`src/rtl/arith_arb_pkg.sv`:
```
// Shared constants for the two-port add/sub arbiter: opcode encodings,
// port identifiers and the default datapath width.
package arith_arb_pkg;

   localparam logic OP_ADD = 1'b0;
   localparam logic OP_SUB = 1'b1;

   localparam logic PORT0 = 1'b0;
   localparam logic PORT1 = 1'b1;

   localparam int WIDTH_DEF = 32;

endpackage : arith_arb_pkg

```
`src/rtl/arith_addsub.sv`:
```
// Shared add/subtract unit: ctrl=0 adds, ctrl=1 computes a + ~b + 1.
// Purely combinational; cout is the carry out of the MSB.
module arith_addsub #(
   parameter int WIDTH = 32
) (
   input  logic [WIDTH-1:0] a,
   input  logic [WIDTH-1:0] b,
   input  logic             ctrl,
   output logic [WIDTH-1:0] z,
   output logic             cout
);

   logic [WIDTH-1:0] b_eff;

   assign b_eff = b ^ {WIDTH{ctrl}};
   assign {cout, z} = {1'b0, a} + {1'b0, b_eff} + {{WIDTH{1'b0}}, ctrl};

endmodule : arith_addsub

```
`src/rtl/arith_rr_pick.sv`:
```
// Two-request round-robin picker. On a tie the port not granted last wins;
// the last_grant flop lives in the parent.
module arith_rr_pick
   import arith_arb_pkg::*;
(
   input  logic [1:0] elig,
   input  logic       last_grant,
   output logic [1:0] grant
);

   always_comb begin
      // NOTE: assigning a default before the case keeps every path driven,
      // so no latch is inferred when a case arm is missed.
      grant = 2'b00;
      unique case (elig)
         2'b01:   grant = 2'b01;
         2'b10:   grant = 2'b10;
         2'b11:   grant = (last_grant == PORT1) ? 2'b01 : 2'b10;
         default: grant = 2'b00;
      endcase
   end

endmodule : arith_rr_pick

```
`src/rtl/arith_share_arb.sv`:
```
// Two-port round-robin arbiter in front of one shared add/sub unit, with a
// one-deep response slot per port. Define ARITH_ARB_OVF_EN for signed-overflow outputs.
module arith_share_arb
   import arith_arb_pkg::*;
#(
   parameter int WIDTH = WIDTH_DEF
) (
   input  logic             clk,
   input  logic             rst_n,
   input  logic             req_valid0,
   output logic             req_ready0,
   input  logic [WIDTH-1:0] req_a0,
   input  logic [WIDTH-1:0] req_b0,
   input  logic             req_sub0,
   input  logic             req_valid1,
   output logic             req_ready1,
   input  logic [WIDTH-1:0] req_a1,
   input  logic [WIDTH-1:0] req_b1,
   input  logic             req_sub1,
   output logic             rsp_valid0,
   input  logic             rsp_ready0,
   output logic [WIDTH-1:0] rsp_z0,
   output logic             rsp_cout0,
`ifdef ARITH_ARB_OVF_EN
   output logic             rsp_ovf0,
   output logic             rsp_ovf1,
`endif
   output logic             rsp_valid1,
   input  logic             rsp_ready1,
   output logic [WIDTH-1:0] rsp_z1,
   output logic             rsp_cout1
);

   logic [1:0]       slot_valid;
   logic [WIDTH-1:0] slot_z [2];
   logic [1:0]       slot_cout;
   logic             last_grant;

   logic [1:0]       rsp_ready;
   logic [1:0]       elig;
   logic [1:0]       grant;
   logic [1:0]       accept;

   logic [WIDTH-1:0] a_mux;
   logic [WIDTH-1:0] b_mux;
   logic             sub_mux;
   logic [WIDTH-1:0] sum_z;
   logic             sum_cout;

   assign rsp_ready = {rsp_ready1, rsp_ready0};

   // A full slot may still accept when it is being drained this cycle.
   assign elig = {req_valid1, req_valid0} & (~slot_valid | rsp_ready);

   arith_rr_pick u_pick (
      .elig       (elig),
      .last_grant (last_grant),
      .grant      (grant)
   );

   assign accept     = grant & {2{rst_n}};
   assign req_ready0 = accept[PORT0];
   assign req_ready1 = accept[PORT1];

   assign a_mux   = grant[PORT1] ? req_a1   : req_a0;
   assign b_mux   = grant[PORT1] ? req_b1   : req_b0;
   assign sub_mux = grant[PORT1] ? req_sub1 : req_sub0;

   arith_addsub #(.WIDTH(WIDTH)) u_addsub (
      .a    (a_mux),
      .b    (b_mux),
      .ctrl (sub_mux),
      .z    (sum_z),
      .cout (sum_cout)
   );

`ifdef ARITH_ARB_OVF_EN
   logic [1:0]       slot_ovf;
   logic [WIDTH-1:0] b_eff;
   logic             sum_ovf;

   assign b_eff   = (sub_mux == OP_SUB) ? ~b_mux : b_mux;
   assign sum_ovf = (a_mux[WIDTH-1] == b_eff[WIDTH-1]) & (sum_z[WIDTH-1] != a_mux[WIDTH-1]);

   always_ff @(posedge clk) begin
      if (!rst_n) begin
         slot_ovf <= 2'b00;
      end else begin
         for (int n = 0; n < 2; n++) begin
            if (accept[n]) slot_ovf[n] <= sum_ovf;
         end
      end
   end

   assign rsp_ovf0 = slot_ovf[PORT0];
   assign rsp_ovf1 = slot_ovf[PORT1];
`endif

   always_ff @(posedge clk) begin
      // NOTE: state flops use non-blocking assignments so every flop samples
      // pre-edge values regardless of statement order.
      if (!rst_n) begin
         slot_valid <= 2'b00;
         slot_cout  <= 2'b00;
         slot_z[0]  <= '0;
         slot_z[1]  <= '0;
         last_grant <= PORT1;
      end else begin
         for (int n = 0; n < 2; n++) begin
            if (accept[n]) begin
               slot_valid[n] <= 1'b1;
               slot_z[n]     <= sum_z;
               slot_cout[n]  <= sum_cout;
            end else if (slot_valid[n] && rsp_ready[n]) begin
               slot_valid[n] <= 1'b0;
            end
         end
         if (|accept) last_grant <= accept[PORT1];
      end
   end

   assign rsp_valid0 = slot_valid[PORT0];
   assign rsp_valid1 = slot_valid[PORT1];
   assign rsp_z0     = slot_z[0];
   assign rsp_z1     = slot_z[1];
   assign rsp_cout0  = slot_cout[PORT0];
   assign rsp_cout1  = slot_cout[PORT1];

endmodule : arith_share_arb

```
`config.mk`:
```
export PLATFORM = sky130hd
export DESIGN_NAME = arith_share_arb
export DESIGN_NICKNAME = d
export VERILOG_FILES = /design/src/rtl/arith_arb_pkg.sv /design/src/rtl/arith_addsub.sv /design/src/rtl/arith_rr_pick.sv /design/src/rtl/arith_share_arb.sv
export SDC_FILE = /design/constraint.sdc
export NUM_CORES = 1
export LEC_CHECK = 0
export BUFFER_PORTS_ARGS = -buffer_cell sky130_fd_sc_hd__buf_2
export CORE_MARGIN = 1
export CORE_UTILIZATION = 49
export DETAILED_ROUTE_END_ITERATION = 10
export PLACE_DENSITY = 0.8
export RECOVER_POWER = 50
export SETUP_SLACK_MARGIN = 0.3
export SLEW_MARGIN = 5
export SYNTH_ARGS = -nofsm -noshare
export SYNTH_HDL_FRONTEND = slang
export SYNTH_SLANG_ARGS = --single-unit
```
`constraint.sdc`:
```
create_clock -name clk -period 6.55 [get_ports clk]
set_input_delay 1.965 -clock clk [delete_from_list [all_inputs] [get_ports clk]]
set_output_delay 1.965 -clock clk [all_outputs]
set_load 0.1 [all_outputs]
```
==> summary.md <==
| Metric | Value |
|---|---|
| Max_cap viols | `1` |
| Post-synthesis async set-or-reset flop share | `0%` |
| Fmax | `174.2 MHz` |
| # diodes | `0` |
| Start of the worst register-to-register path | `last_grant` |
| Critical path launch point type | `input pin` |
| Clk slew on worst S/H paths | `80 ps` |
| Top cell type's share of synthesized area | `38.53%` |
| Die area | `10590 sq um` |
| Minimum clock period | `5740 ps` |
| Comb power frac | `60.4%` |
| EDFF count, synth | `64` |
| Number of cells on the worst hold path | `2` |
| Gates resized, CTS repair | `0` |
| Failing checks | `max-capacitance violations, max-slew violations` |
| Syn_nets | `694` |
| R2r setup slk | `2110 ps` |
| GPL Wtd Cong | `0.8343` |
| RSZ-0062 raised after global routing | `false` |
| ANT nets after route | `0` |
| Setup Buffers After CTS | `0` |
| Seq cells post-synth | `69` |
| CTS Buf Count | `9` |
| Area Growth Syn to Fin | `26.11%` |
| Avg WL per Cell | `15.38 um` |
| TritonCTS clock tree | `done` |
| Number of hold buffers added after CTS | `0` |
| Max Buffers Root-to-Sink | `2` |
| Final core utilization | `64.07%` |
| Initial antenna violation count | `0` |
| Nets | `895` |
| Switching share of power | `54.61%` |
| Hold path start | `slot_valid[1]` |
| Max-slew headroom | `-92.84%` |
| Synth cell types | `58` |
| Global-route wire length before repair | `20390 um` |
| Clk_skew | `11.72 ps` |
| Leak | `2.961 nW` |
| Routed WL | `13300 um` |
| Layout cells sized above 1 | `23.36%` |
| TNS Setup | `0 ps` |
| Core area | `9819 sq um` |
| Vias in the first global route | `4282` |
| Ys Warns | `0` |
| Main synth FF type | `edfxtp_1` |
| Crit. End Element | `flip-flop` |
| All-Layer GR Usage | `25.39%` |
| Min-Delay Path Class | `reg -> reg` |
| Worst EP required | `6590 ps` |
| Hpwl dp | `10360 um` |
| Clk pwr share | `14.0%` |
| Fin crit share | `87.63%` |
| Root Driver | `clkbuf_8` |
| Mapped cell area | `4989 sq um` |
| CP Class | `in -> reg` |
| CTS Sinks | `69` |
| TritonRoute pass-1 iters | `4` |
| # setup viols final | `0` |
| Psw | `1.351 mW` |
| Fin. max-slew vios | `34` |
| Worst vdd ir | `221.6 uV` |
| Worst slew pin tran | `2873 ps` |
| Worst EP arrival | `5780 ps` |
| Remaining DRCs | `0` |
| Port bufs | `205` |
| R2r worst-path depth | `14` |
| Grt ovf | `0` |
| Avg Cell Area, Syn | `9.484 sq um` |
| Pint | `1.123 mW` |
| Sequential fraction of the synthesis area | `40.53%` |
| Clk Latency, worst-skew pair | `350 ps` |
| Outcome | `finished with violations` |
| Register share of total power | `25.6%` |
| Worst hold path endpoint | `slot_valid[1]` |
| H-tree levels | `3` |
| IO Count | `206` |
| RR Endpoint | `slot_z[0][57]` |
| Die Y | `102.9 um` |
| Final hold vios | `0` |
| Largest area contributor in the netlist | `edfxtp_1` |
| Mapped Cells | `526` |
| CP Max Fanout | `71` |
| Die Span X | `102.9 um` |
| Vias/cell | `5.361` |
| Most frequent cells in the layout | `136 x buf_2, 112 x nand2_1, 68 x clkbuf_1, 64 x edfxtp_1, 42 x nor2_1` |
| FP Rows | `36` |
| Vias | `4637` |
| PD cells | `393.3 nW/um^2` |
| Drt initial violations | `165` |
| Commonest non-fill, non-tap cell in the layout | `buf_2` |
| Synth top area cells | `edfxtp_1 39%, nand2_1 8.4%, ha_1 7.8%` |
| Largest net degree at the start of global routing | `72` |
| Initial core utilization | `50.80%` |
[critical path: stages]
cell	delay, ps
buf_2	120
nand2_1	60
o211ai_1	440
buf_12	400
mux2i_1	280
xor2_1	200
ha_1	320
a21oi_1	260
o21ai_0	130
a221oi_1	470
o2111ai_1	320
a31oi_1	390
o21ai_1	150
xnor2_1	160
nor2_1	80
[cell usage after synthesis (5+ instances only)]
master / number
mux2i_1: 34
o21bai_1: 6
and2_1: 6
ha_1: 31
o21ai_0: 13
nor2_1: 43
a21o_1: 11
clkbuf_1: 9
nand3_1: 7
o21ai_1: 9
edfxtp_1: 64
o21a_1: 5
a21oi_1: 23
a211oi_1: 6
buf_1: 5
inv_1: 7
xnor2_1: 18
dfxtp_1: 5
nor3_1: 8
xor2_1: 41
nand2_1: 112
[metal layers]
metal	share of wire (%)	wire length (um)	GRT usage [%]
met5	0	0	0
met4	1.5	193	8.559
met3	6.4	845	4.814
met2	48	6418	41.90
met1	44	5844	33.55
[cell families after synthesis]
group	share of synthesized area (%)
compound gates	14.65
simple gates	16.80
xor+xnor	10.36
flops	40.53
fa+ha+maj	8.177
mux	7.048
buf+inv	2.433
[area by class of cell]
class / count / area [sq um]
Clock buffer: 9 / 123.9
Clock inverter: 7 / 73.82
Fill cell: 932 / 3528
Inverter: 7 / 26.28
Multi-Input combinational cell: 430 / 2873
Sequential cell: 69 / 2022
Tap cell: 133 / 166.4
Timing Repair Buffer: 210 / 1006
[power groups by stage]
stage | registers (mW) | clock network (mW) | logic, mW
2_1_floorplan | 1.33 | 0 | 0.555
3_3_place_gp | 0.638 | 0 | 1.50
3_5_place_dp | 0.641 | 0 | 1.51
4_1_cts | 0.632 | 0.353 | 1.52
5_1_grt | 0.647 | 0.367 | 1.58
6_report | 0.634 | 0.345 | 1.49
[flip-flops by register name (all words and copies together), names as in the netlist]
register and flops:
slot_z 64, slot_cout 2, slot_valid 2, last_grant 1
[stage by stage]
step | worst slack (ps) | instance area, sq um | cells | power (mW) | hold slack (ps)
floorplan | 397.7 | 4991 | 526 | 1.885 | 471.9
global placement | 726.5 | 6192 | 849 | 2.134 | 536.7
finish | 810.4 | 6291 | 865 | 2.474 | 554.4
CTS | 926.0 | 6390 | 865 | 2.501 | 560.2
global route | 450.9 | 6291 | 865 | 2.593 | 581.0
detailed placement | 567.7 | 6192 | 849 | 2.151 | 546.6
[worst max-delay path by stage]
stage,end,startpoint,cells after the start
after floorplan,req_ready0,rsp_ready1,5
after global placement,slot_z[0][19],req_valid0,15
after detailed placement,slot_z[0][25],req_valid0,15
after CTS,slot_z[0][57],req_valid0,15
after global routing,slot_z[0][51],req_valid0,15
final,slot_z[0][57],req_valid0,15
No activity file was read; power rests on OpenSTA's default activity.
